==> config.mk <==
export PLATFORM = sky130hd
export DESIGN_NAME = piso_stream_buffer
export DESIGN_NICKNAME = d
export VERILOG_FILES = /design/src/rtl/piso_stream_buffer.sv
export SDC_FILE = /design/constraint.sdc
export NUM_CORES = 2
export LEC_CHECK = 0
export BUFFER_PORTS_ARGS = -buffer_cell sky130_fd_sc_hd__buf_2
export CAP_MARGIN = 20
export CORE_AREA = 2 2 455 457
export DETAILED_ROUTE_END_ITERATION = 7
export DIE_AREA = 0 0 457 459
export SYNTH_ARGS = -nofsm -noshare
export SYNTH_HDL_FRONTEND = slang
export SYNTH_SLANG_ARGS = --single-unit
==> constraint.sdc <==
create_clock -name clk -period 2.9 [get_ports clk]
set_clock_uncertainty 0.05 [all_clocks]
set_input_delay 0.58 -clock clk [delete_from_list [all_inputs] [get_ports clk]]
set_output_delay 0.58 -clock clk [all_outputs]
set_load 0.03 [all_outputs]
==> src/rtl/piso_stream_buffer.sv <==
// Parallel-in/serial-out word buffer with valid/ready on both sides.
// One load captures up to DEPTH words, which are then emitted word 0 first.
module piso_stream_buffer #(
    parameter  int unsigned WIDTH = 64,
    parameter  int unsigned DEPTH = 17,
    localparam int unsigned CNT_W = $clog2(DEPTH + 1)
) (
    input  logic                   clk,
    input  logic                   rst,
    input  logic                   flush,
    input  logic                   in_valid,
    output logic                   in_ready,
    input  logic [CNT_W-1:0]       in_words,
    input  logic [DEPTH*WIDTH-1:0] data_in,
    output logic                   out_valid,
    input  logic                   out_ready,
    output logic [WIDTH-1:0]       data_out,
    output logic                   out_last,
    output logic [CNT_W-1:0]       words_left
);

    localparam logic [CNT_W-1:0] DEPTH_C = CNT_W'(DEPTH);
    localparam logic [CNT_W-1:0] ONE_C   = CNT_W'(1);

    typedef enum logic {
        EMPTY = 1'b0,
        DRAIN = 1'b1
    } state_e;

    logic [DEPTH-1:0][WIDTH-1:0] slot_q, slot_d;
    logic [CNT_W-1:0]            words_left_q, words_left_d;
    logic [CNT_W-1:0]            load_cnt;
    state_e                      state_c;
    logic                        in_fire;
    logic                        out_fire;

    assign state_c    = (words_left_q == '0) ? EMPTY : DRAIN;
    assign out_valid  = (state_c == DRAIN);
    assign out_last   = (words_left_q == ONE_C);
    assign words_left = words_left_q;
    assign data_out   = slot_q[0];

    // Accepting on the final word's beat lets blocks stream with no bubble.
    assign in_ready = !flush && ((state_c == EMPTY) || (out_last && out_ready));
    assign in_fire  = in_valid && in_ready;
    assign out_fire = out_valid && out_ready;

    assign load_cnt = ((in_words == '0) || (in_words > DEPTH_C)) ? DEPTH_C : in_words;

    always_comb begin
        slot_d       = slot_q;
        words_left_d = words_left_q;
        if (flush) begin
            slot_d       = '0;
            words_left_d = '0;
        end else if (in_fire) begin
            slot_d       = data_in;
            words_left_d = load_cnt;
        end else begin
            case (state_c)
                EMPTY: ;
                DRAIN: begin
                    if (out_fire) begin
                        // Clearing on the last beat keeps data_out at zero while idle.
                        if (out_last) begin
                            slot_d = '0;
                        end else begin
                            for (int i = 0; i < int'(DEPTH) - 1; i++) begin
                                slot_d[i] = slot_q[i+1];
                            end
                            slot_d[DEPTH-1] = '0;
                        end
                        words_left_d = words_left_q - ONE_C;
                    end
                end
                default: ;
            endcase
        end
    end

    always_ff @(posedge clk) begin
        if (rst) begin
            slot_q       <= '0;
            words_left_q <= '0;
        end else begin
            slot_q       <= slot_d;
            words_left_q <= words_left_d;
        end
    end

endmodule

==> results.ini <==
[floorplanning]
io_pins=1170
die_width_um=457
rows=167
dieArea_mm2=0.210
start_util=0.204
core_mm2=0.206
dieHeight_um=459

[synthesis]
async_reset_ff_frac=0
yosys_warnings=0
synth_common_cells=dfxtp_1, a221o_1, and2_1
avgSynthCellArea_um2=11.0
synth_top_area_share=0.523
synth.ff_latch_count=1093
synth_top_area_cell=dfxtp_1
syn_area_mm2=0.0419
syn_nets=4912
ys_top_cells_by_area=dfxtp_1, a221o_1, and2_1
synth-main-ff-cell=dfxtp_1
syn_inst=3812
synth_most_common_cell=dfxtp_1
ys_types=31
yosysSeqAreaShare=0.523
synth-edff-count=0

[routing]
drc=0
ant_nets=0
drt_iter0_markers=4313
dr.pass1.iters=5
routed_wl_um=199000
wl_per_cell_um=22.8
dr_total_vias=40617
viasPerCell=4.65

[sta]
setup_viol=0
finalHoldViolations=0
maxSlewViolCount=0
tightestPinTransition_ps=887
period_minus_slack_ps=2770
rsz0062_at_grt=false
fmax_ghz=0.361
slew_headroom=0.409
finalCritPeriodShare=0.955
fin_setup_tns_ps=0
worst_slack_ps=131

[global_routing]
grtUsageTotal=0.180
grt_pass1_vias=40702
grt_max_degree=110
gr-total-overflow=0
grt_pass1_wl_um=282000
antenna_found_initial=82

[placed_design]
port-buffer-count=1169
pre_cts_slack_ps=159
place_hpwl_um=148000
place_congestion=0.920

[clock_tree]
ctsRootBufferMaster=clkbuf_16
h-tree-depth=3
clock_path_buffers=3
post_cts_buffers=0
cts_buffers=121
numClockSinks=1093
cts_tree=built
path_clk_slew_ps=60
clock_latency_ps=760

[setup_path]
worst_ep_required_time_ps=2270
cp_cell_sequence=inv_1 > ha_4 > or4b_4 > buf_2
crit_type=flip-flop to output port
path_max_fanout=5
worstPathArrival_ps=2140
cp-start-kind=flip-flop
endpoint_kind=output port
cpPeakStageDelay_ps=490
slowest_stage=or4b_4

[flow_run]
maxCapViolCount=0

[power]
p_sw_frac=0.256
power_leakage_nw=27.6
internal_power_w=0.0270
switchingPower_w=0.00929
p_seq_frac=0.446
combPwrFrac=0.122
p_clk_frac=0.432
peakVddDrop_mv=0.502
power_density_mw_per_mm2=553

[worst_hold_path]
hold_class=input pin to flip-flop

[outcome]
status=complete, no violations

[cells_and_area]
fillCellCount=20661
drive_above_1_share=0.255
areaGrowthSynthToFinish_pct=56.6
fin_nets=6976

power groups by stage:
stage | Combinational, W | Clock (W) | Sequential (W)
2_1_floorplan | 0.00163 | 0 | 0.0163
3_3_place_gp | 0.00304 | 0 | 0.0165
3_5_place_dp | 0.00310 | 0 | 0.0165
4_1_cts | 0.00437 | 0.0160 | 0.0162
5_1_grt | 0.00468 | 0.0166 | 0.0162
6_report | 0.00441 | 0.0157 | 0.0162
worst paths after layout:
path | startpoint | to | slack [ps] | cells past startpoint
worst min-delay path | data_in[654] | slot_q[654] | 90 | 2
worst max register to register | words_left[0] | slot_q[620] | 140 | 8
worst min register to register | slot_q[1061] | slot_q[1061] | 410 | 2
worst max-delay path | words_left[0] | out_valid | 130 | 4
final cells by class:
cell class | instances | area [um^2] | area share
sequential | 1093 | 21900 | 0.334
clock buffer | 170 | 3490 | 0.0533
antenna | 49 | 123 | 0.00187
timing repair buffer | 2376 | 18300 | 0.279
inverter | 3 | 11.3 | 0.000172
tap | 2704 | 3380 | 0.0516
multi-input combinational | 2281 | 17900 | 0.273
clock inverter | 52 | 518 | 0.00790
worst max-delay path: cells and delay by family (launching register included):
kind / cells / cell delay (ps)
AND/OR/NAND/NOR: 1 / 490
buffers and inverters: 2 / 360
flip-flops: 1 / 350
adder cells (fa/ha/maj): 1 / 180
state kept, by name, indices dropped and copies added, names as in the netlist:
| name | count |
|---|---|
| data_out | 64 |
| words_left | 5 |
| slot_q | 1024 |
cell families after synthesis:
group                    synth area share
adder cells (fa/ha/maj)          0.000598
buffers and inverters              0.0512
flip-flops                          0.523
XOR/XNOR                         0.000837
AND/OR/NAND/NOR                     0.170
AO/OA/AOI/OAI                       0.254
multiplexers                     0.000538
layout by cell type (no fill, tap or decap), types with 2 or more instances in the layout:
cell / count
a221o_1: 1024
inv_1: 3
clkbuf_16: 122
nor2_1: 3
mux2_2: 2
diode_2: 49
clkinv_8: 2
nand2_1: 67
clkinv_4: 3
clkinvlp_4: 10
nor2_4: 2
and2_0: 4
or4b_4: 2
buf_12: 56
nand4b_1: 2
buf_2: 1169
clkbuf_1: 22
and2_1: 1020
dlygate4sd3_1: 1064
xnor2_1: 2
nor3_1: 3
clkinv_2: 23
nand3_1: 65
bufinv_16: 5
o31ai_1: 4
xor2_1: 2
buf_4: 87
dfxtp_1: 1093
o21ai_0: 2
inv_8: 3
a21oi_1: 68
clkbuf_8: 26
inv_6: 4
per-stage QoR:
| stage | instance area (um^2) | total power, W | util | cells | hold slack, ps |
|---|---|---|---|---|---|
| after floorplan | 41900 | 0.0179 | - | 3812 | 393 |
| after global placement | 50800 | 0.0195 | 0.247 | 7393 | 398 |
| after detailed placement | 50800 | 0.0196 | 0.247 | 7393 | 404 |
| after CTS | 65400 | 0.0365 | 0.318 | 8679 | 0.726 |
| after global routing | 65500 | 0.0375 | 0.319 | 8715 | 21.8 |
| final | 65600 | 0.0363 | 0.319 | 8728 | 94.1 |
layer usage:
layer / share of wire / vias to the layer above / global-route usage
met4: 0.046 / 16 / 0.0833
li1: - / 18706 / -
met2: 0.47 / 1943 / 0.302
met1: 0.41 / 19558 / 0.222
met5: 0.0016 / - / 0
met3: 0.066 / 394 / 0.0354
what timing repair did:
item	CTS	global route
hold buffers	1064	0
resized for setup	1	1
setup endpoints to repair	1	1
hold endpoints to repair	1064	0
No activity file was read; power rests on OpenSTA's default activity.
